<file path="src/rtl/i2s_pkg.sv">
// Shared types and constants for the I2S receive path.
package i2s_pkg;

  localparam int I2S_DEFAULT_WIDTH = 16;

  typedef enum logic {
    SYNC_WAIT = 1'b0,
    RUN       = 1'b1
  } i2s_rx_state_t;

  typedef struct packed {
    logic [I2S_DEFAULT_WIDTH-1:0] left;
    logic [I2S_DEFAULT_WIDTH-1:0] right;
  } i2s_pair_t;

endpackage

</file>
<file path="src/rtl/i2s_pin_sync.sv">
// Synchronizes sclk/ws/sdata through matched flop chains and emits a registered
// one-clk bit strobe on each sclk rising edge, with ws/sdata sampled alongside it.
module i2s_pin_sync #(
  parameter int SYNC_STAGES = 2
) (
  input  logic clk,
  input  logic rst,
  input  logic sclk_i,
  input  logic ws_i,
  input  logic sdata_i,
  output logic strobe_o,
  output logic ws_o,
  output logic sdata_o
);

  logic [SYNC_STAGES-1:0] r_sclk_sync;
  logic [SYNC_STAGES-1:0] r_ws_sync;
  logic [SYNC_STAGES-1:0] r_sdata_sync;
  logic                   r_sclk_prev;
  logic                   r_strobe;
  logic                   r_ws;
  logic                   r_sdata;
  logic                   w_sclk_s;

  assign w_sclk_s = r_sclk_sync[SYNC_STAGES-1];

  always_ff @(posedge clk) begin
    if (rst) begin
      r_sclk_sync  <= '0;
      r_ws_sync    <= '0;
      r_sdata_sync <= '0;
    end else begin
      r_sclk_sync  <= {r_sclk_sync[SYNC_STAGES-2:0], sclk_i};
      r_ws_sync    <= {r_ws_sync[SYNC_STAGES-2:0], ws_i};
      r_sdata_sync <= {r_sdata_sync[SYNC_STAGES-2:0], sdata_i};
    end
  end

  // ws/sdata are captured on the same clk the edge is detected, so all three stay aligned
  always_ff @(posedge clk) begin
    if (rst) begin
      r_sclk_prev <= 1'b0;
      r_strobe    <= 1'b0;
      r_ws        <= 1'b0;
      r_sdata     <= 1'b0;
    end else begin
      r_sclk_prev <= w_sclk_s;
      r_strobe    <= w_sclk_s & ~r_sclk_prev;
      r_ws        <= r_ws_sync[SYNC_STAGES-1];
      r_sdata     <= r_sdata_sync[SYNC_STAGES-1];
    end
  end

  assign strobe_o = r_strobe;
  assign ws_o     = r_ws;
  assign sdata_o  = r_sdata;

endmodule

</file>
<file path="src/rtl/i2s_rx_deserializer.sv">
// Slave-mode Philips I2S receiver: deserializes stereo frames into {left,right} pairs
// on a valid/ready interface. Define I2S_RX_FRAME_CHECK_EN to add frame_err_o.
module i2s_rx_deserializer
  import i2s_pkg::*;
#(
  parameter int WIDTH       = I2S_DEFAULT_WIDTH,
  parameter int SYNC_STAGES = 2
) (
  input  logic             clk,
  input  logic             rst,
  input  logic             sclk_i,
  input  logic             ws_i,
  input  logic             sdata_i,
  output logic [WIDTH-1:0] left_o,
  output logic [WIDTH-1:0] right_o,
  output logic             valid_o,
  input  logic             ready_i,
  output logic             overrun_o
`ifdef I2S_RX_FRAME_CHECK_EN
  ,
  output logic             frame_err_o
`endif
);

  // Counter saturates at WIDTH+1 so over-long words remain distinguishable from exact ones
  localparam int CW = $clog2(WIDTH + 2);

  i2s_rx_state_t    r_state, w_state_nxt;
  logic             r_ws_q, w_ws_q_nxt;
  logic [WIDTH-1:0] r_shift, w_shift_nxt;
  logic [CW-1:0]    r_cnt, w_cnt_nxt;
  logic [WIDTH-1:0] r_left_hold, w_left_hold_nxt;
  logic [WIDTH-1:0] w_word;
  logic [CW-1:0]    w_cnt_inc;
  logic             w_change;
  logic             w_load;
  logic             w_strobe;
  logic             w_ws;
  logic             w_sdata;
`ifdef I2S_RX_FRAME_CHECK_EN
  logic             w_frame_err;
`endif

  i2s_pin_sync #(
    .SYNC_STAGES(SYNC_STAGES)
  ) u_pin_sync (
    .clk     (clk),
    .rst     (rst),
    .sclk_i  (sclk_i),
    .ws_i    (ws_i),
    .sdata_i (sdata_i),
    .strobe_o(w_strobe),
    .ws_o    (w_ws),
    .sdata_o (w_sdata)
  );

  assign w_change = w_ws ^ r_ws_q;

  always_comb begin
    w_word = r_shift;
    for (int unsigned i = 0; i < WIDTH; i++) begin
      if (r_cnt == CW'(WIDTH - 1 - i)) w_word[i] = w_sdata;
    end
    w_cnt_inc = (r_cnt <= CW'(WIDTH)) ? r_cnt + CW'(1) : r_cnt;
  end

  always_comb begin
    w_state_nxt     = r_state;
    w_ws_q_nxt      = r_ws_q;
    w_shift_nxt     = r_shift;
    w_cnt_nxt       = r_cnt;
    w_left_hold_nxt = r_left_hold;
    w_load          = 1'b0;
`ifdef I2S_RX_FRAME_CHECK_EN
    w_frame_err     = 1'b0;
`endif
    if (w_strobe) begin
      w_ws_q_nxt = w_ws;
      unique case (r_state)
        SYNC_WAIT: begin
          if (w_change && r_ws_q && !w_ws) begin
            w_state_nxt = RUN;
            w_shift_nxt = '0;
            w_cnt_nxt   = '0;
          end
        end
        RUN: begin
          if (w_change) begin
            w_shift_nxt = '0;
            w_cnt_nxt   = '0;
`ifdef I2S_RX_FRAME_CHECK_EN
            w_frame_err = (w_cnt_inc != CW'(WIDTH));
`endif
            if (!r_ws_q) w_left_hold_nxt = w_word;
            else         w_load          = 1'b1;
          end else begin
            w_shift_nxt = w_word;
            w_cnt_nxt   = w_cnt_inc;
          end
        end
        default: w_state_nxt = SYNC_WAIT;
      endcase
    end
  end

  always_ff @(posedge clk) begin
    if (rst) r_state <= SYNC_WAIT;
    else     r_state <= w_state_nxt;
  end

  always_ff @(posedge clk) begin
    if (rst) begin
      r_ws_q      <= 1'b0;
      r_shift     <= '0;
      r_cnt       <= '0;
      r_left_hold <= '0;
    end else begin
      r_ws_q      <= w_ws_q_nxt;
      r_shift     <= w_shift_nxt;
      r_cnt       <= w_cnt_nxt;
      r_left_hold <= w_left_hold_nxt;
    end
  end

  // A load always wins over the acceptance drop; it overruns only if the old pair was not taken
  always_ff @(posedge clk) begin
    if (rst) begin
      left_o    <= '0;
      right_o   <= '0;
      valid_o   <= 1'b0;
      overrun_o <= 1'b0;
    end else begin
      overrun_o <= 1'b0;
      if (w_load) begin
        left_o    <= r_left_hold;
        right_o   <= w_word;
        valid_o   <= 1'b1;
        overrun_o <= valid_o && !ready_i;
      end else if (valid_o && ready_i) begin
        valid_o <= 1'b0;
      end
    end
  end

`ifdef I2S_RX_FRAME_CHECK_EN
  always_ff @(posedge clk) begin
    if (rst) frame_err_o <= 1'b0;
    else     frame_err_o <= w_frame_err;
  end
`endif

endmodule

</file>
<file path="config.mk">
export PLATFORM = sky130hd
export DESIGN_NAME = i2s_rx_deserializer
export DESIGN_NICKNAME = d
export VERILOG_FILES = /design/src/rtl/i2s_pkg.sv /design/src/rtl/i2s_pin_sync.sv /design/src/rtl/i2s_rx_deserializer.sv
export SDC_FILE = /design/constraint.sdc
export NUM_CORES = 1
export LEC_CHECK = 0
export CORE_ASPECT_RATIO = 1.25
export CORE_UTILIZATION = 45
export DETAILED_ROUTE_END_ITERATION = 8
export MAX_ROUTING_LAYER = met4
export PLACE_DENSITY = 0.64
export SETUP_SLACK_MARGIN = 0.2
export SKIP_LAST_GASP = 1
export SYNTH_ARGS = -nofsm -noshare
export SYNTH_HDL_FRONTEND = slang
export SYNTH_HIERARCHICAL = 1
export SYNTH_SLANG_ARGS = --single-unit
export TNS_END_PERCENT = 100
</file>
<file path="constraint.sdc">
create_clock -name clk -period 1.9 [get_ports clk]
set_input_delay 0.57 -clock clk [delete_from_list [all_inputs] [get_ports clk]]
set_output_delay 0.57 -clock clk [all_outputs]
set_load 0.005 [all_outputs]
</file>
=== After elaboration in Yosys (flattened, before gate mapping) ===
Cells that the tools add are included.
Widths: inputs -> output; s select.

* Add/sub/neg operators: 1
* Eq/ne operators: 17
* Order comparisons: 1
* Mux-type cells: 31
* Reduce and logical (&&, ||, !) cells: 12
* Bitwise operators: 6

{| class="wikitable"
|+ Operator list
! cell !! count
|-
| $eq 5x4->1 const B || 8
|-
| $mux 16 || 2
|-
| $pmux 16 s2 || 1
|-
| $mux 1 || 24
|-
| $eq 5x3->1 const B || 4
|-
| $mux 5 || 3
|-
| $eq 5x2->1 const B || 2
|-
| $pmux 5 s2 || 1
|-
| $add 5x1->5 const B || 1
|-
| $eq 5x1->1 const B || 1
|-
| $le 5x5->1 const B || 1
|-
| $logic_not 5->1 || 1
|-
| $logic_and 1x1->1 || 4
|-
| $not 1->1 || 4
|-
| $reduce_and 4->1 || 1
|-
| $ne 3x1->1 const B || 1
|-
| $reduce_and 3->1 || 1
|-
| $logic_not 1->1 || 2
|-
| $ne 2x2->1 const B || 1
|-
| $reduce_and 2->1 || 1
|-
| $reduce_bool 2->1 || 1
|-
| $reduce_or 2->1 || 1
|-
| $and 1x1->1 || 1
|-
| $xor 1x1->1 || 1
|}

* Logic and storage cells: 84
* Flip-flop bits (word level): 83

=== Logic depth before layout (Yosys ltp) ===
* Depth in word-level cells: 6
* Gate-level depth with buffers: 8
* Depth with buffers taken out: 6

=== By module ===
The synthesis kept the hierarchy.

{| class="wikitable"
|+ Modules (own cells, without submodules)
! module !! area each (um2) !! times used !! sequential area each (um2) !! cells an instance
|-
| i2s_rx_deserializer || 3148.0 || 1 || 1461.4 || 309
|-
| i2s_pin_sync || 269.0 || 1 || 200.2 || 20
|}

=== Worst setup path after synthesis ===
OpenSTA, ideal clock, no wires.

* Path type: flip-flop to flip-flop
* Start: register u_pin_sync.r_ws (netlist: u_pin_sync/ws_o)
* End: register r_left_hold[10]
* Stages on the path, launching flop included: 8
* Buffers on the path: 3
* Arrival time: 1.475 ns
* Clock period less this slack: 1.619 ns
* Slack: 0.281 ns
* Cells stage by stage: dfxtp_1 > inv_1 > ha_1 > buf_2 > nor4bb_1 > buf_2 > buf_2 > a211oi_2

* Word-level cells in the longest chain between the ends: 2

{| class="wikitable"
|+ RTL lines
! what !! line !! RTL
|-
| from (decl) || i2s_pin_sync.sv:21 || <nowiki>logic r_ws;</nowiki>
|-
| from (signal assigned) || i2s_pin_sync.sv:49 || <nowiki>r_ws <= r_ws_sync[SYNC_STAGES-1];</nowiki>
|-
| $xor 1x1->1 || i2s_rx_deserializer.sv:57 || <nowiki>assign w_change = w_ws ^ r_ws_q;</nowiki>
|-
| $reduce_and 4->1 (no source line) || -- ||
|-
| to (signal assigned) || i2s_rx_deserializer.sv:121 || <nowiki>r_left_hold <= w_left_hold_nxt;</nowiki>
|-
| to (decl) || i2s_rx_deserializer.sv:32 || <nowiki>logic [WIDTH-1:0] r_left_hold, w_left_hold_nxt;</nowiki>
|}

Every way passes these cells.
A chain may end at the register's enable or synchronous reset.

=== Worst setup path after layout ===
* Start: register r_cnt[0]
* End: register r_cnt[0]

* Word-level cells in the longest chain between the ends: 4
* Elaborated cells between the ends (all ways): 7
* Classes of those cells: 1 x add/sub; 1 x order compare; 1 x eq/ne; 3 x mux; 1 x reduce/logical

{| class="wikitable"
|+ RTL lines
! what !! line !! RTL
|-
| from (decl) || i2s_rx_deserializer.sv:31 || <nowiki>logic [CW-1:0] r_cnt, w_cnt_nxt;</nowiki>
|-
| from (signal assigned) || i2s_rx_deserializer.sv:120 || <nowiki>r_cnt <= w_cnt_nxt;</nowiki>
|-
| $add 5x1->5 || i2s_rx_deserializer.sv:64 || <nowiki>w_cnt_inc = (r_cnt <= CW'(WIDTH)) ? r_cnt + CW'(1) : r_cnt;</nowiki>
|-
| $mux 5 || i2s_rx_deserializer.sv:64 ||
|-
| $mux 5 || i2s_rx_deserializer.sv:88 || <nowiki>if (w_change) begin</nowiki>
|-
| $pmux 5 s2 || i2s_rx_deserializer.sv:79 || <nowiki>unique case (r_state)</nowiki>
|}

Several ways; a longest one is shown, not always the timed one. The select of a mux whose other input is x is not followed.

==> results_dict.tcl <==
set metrics [dict create \
    final_cell_mix "dfxtp_1 (55), nor2_1 (35), dlygate4sd2_1 (34)" \
    clk_latency_ns 0.35 \
    coreArea_um2 7360 \
    cpPeakStageDelay_ns 0.42 \
    ys_types 38 \
    seq_area_frac_synth_pct 48.6 \
    die_h_um 99.4 \
    drive_above_1_share_pct 26.5 \
    fin_crit_sh_pct 85.5 \
    synth_top_area_share_pct 48.6 \
    maxSlewHeadroom_pct 69.9 \
    grt_max_degree 56 \
    io_buffers 39 \
    clk_root_buffer_cell "clkbuf_8" \
    drv_cap 0 \
    syn_nets 342 \
    status "finished clean" \
    crit_required_ns 2.14 \
    h-tree-depth 3 \
    rr_startpoint "r_cnt[0]$_SDFFE_PP0P_" \
    synthTopCellsByArea "dfxtp_1 (49%), a211oi_2 (6.2%), mux2i_1 (5.0%), o2bb2ai_1 (4.1%), nor2_1 (3.8%)" \
    cts_made_buffers 9 \
    worst_slew_pin_slew_ns 0.439 \
    nets 386 \
    setup-tns-final_ns 0 \
    syn_avg_cell_area_um2 10.4 \
    synth_cells 329 \
    reg2reg_depth 5 \
    antenna_found_initial 0 \
    power_leakage_nw 1.58 \
    pre_cts_ws_ns 0.138 \
    fin_util_pct 57.4 \
    initial_core_util_pct 46.4 \
    r2r-end "r_cnt[0]$_SDFFE_PP0P_" \
    clk_pin_slew_ns 0.08 \
    layout_commonest_cell "dfxtp_1" \
    ant_nets 0 \
    grt_overflow_total 0 \
    finalHoldViolations 0 \
    wl_um 7120 \
    hold-worst-slack_ns 0.413 \
    drc 0 \
    vias 2507 \
    fin_ws_ns 0.276 \
    cp_max_fo 5 \
    cp_num_cells 5 \
    cts_tree "done" \
    place_area_um2 3930 \
    syn_area_um2 3420 \
    final-max-slew-violation-count 0 \
    cp_top_family "simple AND/OR/NAND/NOR gates" \
    finalSetupViolCount 0 \
    worst_clock_skew_ns 0.00952 \
    place.gp.congestion 0.851 \
    rsz0062_at_grt "false" \
    viasPerCell 5.33 \
    reg2reg_slack_ns 0.28 \
    finalCriticalPeriod_ns 1.62 \
    area_growth_pct 23.6 \
    timing.hold.worst_path_depth 1 \
    grt_pass1_wl_um 12000 \
    grt_usage_pct 20.3 \
    die_w_um 79.9 \
    cp_slowest_cell "or3b_1" \
    clock_path_buffers 2 \
    place_inst 448 \
    num_rows 35 \
    wl_per_cell_um 15.1 \
    fin_cells 470 \
    critPathCaptureType "flop" \
    synth_area_leader_cell "dfxtp_1" \
    path_cells "inv_1, ha_2, or3b_1, o2bb2ai_1, mux2_2" \
    crit_path_end "r_cnt[0]$_SDFFE_PP0P_" \
    fmaxAchievable_mhz 616 \
    hp-class "flop to flop" \
    cts_num_sinks 83 \
    dr.first_iter.drc_count 91 \
    die_area_um2 7950 \
    crit_type "flop to flop" \
    worstPathArrival_ns 1.87 \
    ys_warn_count 6 \
    critical_path.startpoint_type "flop" \
    diodes 0 \
    p_total_mw 2.95 \
    cp-startpoint "r_cnt[0]$_SDFFE_PP0P_" \
    firstDrtPassIters 4 \
    power_density_nw_per_um2 699 \
    critPathBufInv 1 \
    final_cell_area_um2 4220 \
    place_hpwl_um 4570 \
    first_global_vias 2435 \
    ios 40 \
    peakVddDrop_mv 0.535 \
    ys_ff_latch 83 \
]
==> registers in the layout, summed over array words and instances, names as in the netlist <==
name                     flops
left_o                      16
overrun_o                    1
r_cnt                        5
r_left_hold                 16
r_shift                     16
r_state                      1
r_ws_q                       1
right_o                     16
u_pin_sync/r_sclk_prev       1
u_pin_sync/r_sclk_sync       2
u_pin_sync/r_sdata_sync      2
u_pin_sync/r_ws_sync         2
u_pin_sync/sdata_o           1
u_pin_sync/strobe_o          1
u_pin_sync/ws_o              1
valid_o                      1
==> logic make-up (layout without fill, tap and decap cells) <==
| group | after synthesis | in the layout | share of synthesized area [%] |
|---|---|---|---|
| AO/OA/AOI/OAI | 77 | 77 | 18.3 |
| adder cells (fa/ha/maj) | 7 | 7 | 2.56 |
| buffers and inverters | 33 | 82 | 5.24 |
| flip-flops | 83 | 83 | 48.6 |
| multiplexers | 18 | 18 | 5.31 |
| AND/OR/NAND/NOR | 111 | 111 | 19.9 |
==> routing by layer <==
| layer | GRT usage, % | wire length (µm) | vias up |
|---|---|---|---|
| met5 | - | 0 | - |
| met4 | 8.79 | 121 | 0 |
| met3 | 3.39 | 137 | 12 |
| met2 | 32.4 | 3460 | 33 |
| met1 | 25.1 | 3400 | 1196 |
| li1 | - | - | 1266 |
==> worst min-delay path by stage <==
stage	from	to
5_1_grt	u_pin_sync/r_sclk_prev$_SDFF_PP0_	u_pin_sync/strobe_o$_SDFF_PP0_
3_3_place_gp	u_pin_sync/r_sclk_prev$_SDFF_PP0_	u_pin_sync/strobe_o$_SDFF_PP0_
6_report	u_pin_sync/r_sclk_prev$_SDFF_PP0_	u_pin_sync/strobe_o$_SDFF_PP0_
4_1_cts	u_pin_sync/r_sclk_prev$_SDFF_PP0_	u_pin_sync/strobe_o$_SDFF_PP0_
2_1_floorplan	u_pin_sync/r_sclk_prev$_SDFF_PP0_	u_pin_sync/strobe_o$_SDFF_PP0_
3_5_place_dp	u_pin_sync/r_sclk_prev$_SDFF_PP0_	u_pin_sync/strobe_o$_SDFF_PP0_
==> worst register-to-register path, cell delays in order (launching register included) <==
cell       delay [ns]
dfxtp_2          0.35
inv_1            0.08
ha_2             0.23
or3b_1           0.42
o2bb2ai_1        0.17
mux2_2           0.26
==> repair_timing <==
action	CTS	global route
gates cloned	2	1
pin swaps	1	0
resized for setup	59	10
buffers inserted	3	0
hold buffers	0	0
setup endpoints to repair	50	46
endpoints found under the hold margin	0	0
==> cell usage after synthesis <==
| cell | instances |
|---|---|
| a22o_1 | 1 |
| nand2b_1 | 1 |
| nor2_1 | 35 |
| a211oi_1 | 15 |
| buf_12 | 1 |
| clkbuf_1 | 7 |
| or3b_1 | 1 |
| o21a_1 | 1 |
| and4b_1 | 3 |
| a311oi_1 | 1 |
| buf_2 | 16 |
| inv_1 | 4 |
| nor3b_2 | 1 |
| buf_1 | 1 |
| o21ai_0 | 2 |
| and3_1 | 3 |
| a211oi_2 | 17 |
| and4bb_2 | 4 |
| dfxtp_1 | 83 |
| nand2_1 | 33 |
| mux2i_1 | 17 |
| ha_1 | 7 |
| o2bb2ai_1 | 16 |
| nand3_1 | 2 |
| nand4b_1 | 6 |
| buf_6 | 1 |
| a31oi_1 | 1 |
| a221o_1 | 1 |
| nand3b_1 | 1 |
| nor4b_4 | 4 |
| and4bb_1 | 4 |
| a21oi_1 | 22 |
| nor4bb_1 | 1 |
| nor3_1 | 1 |
| mux2_2 | 1 |
| nand4_1 | 1 |
| buf_4 | 3 |
| nor2b_1 | 10 |
==> report_power, final <==
part	total, mW	switching [mW]	internal [mW]
Combinational	0.0674	0.0403	0.0272
Sequential	1.75	0.00500	1.75
Clock	1.14	0.649	0.486
Total	2.95	0.695	2.26
==> cell type report <==
cell class | count | area [µm²]
multi-input combinational | 213 | 1620
tap | 92 | 115
inverter | 4 | 15.0
clock inverter | 6 | 48.8
clock buffer | 10 | 128
sequential | 83 | 1700
timing repair buffer | 62 | 603
fill | 679 | 3130
Note: power is estimated with default switching activity, not from simulation.
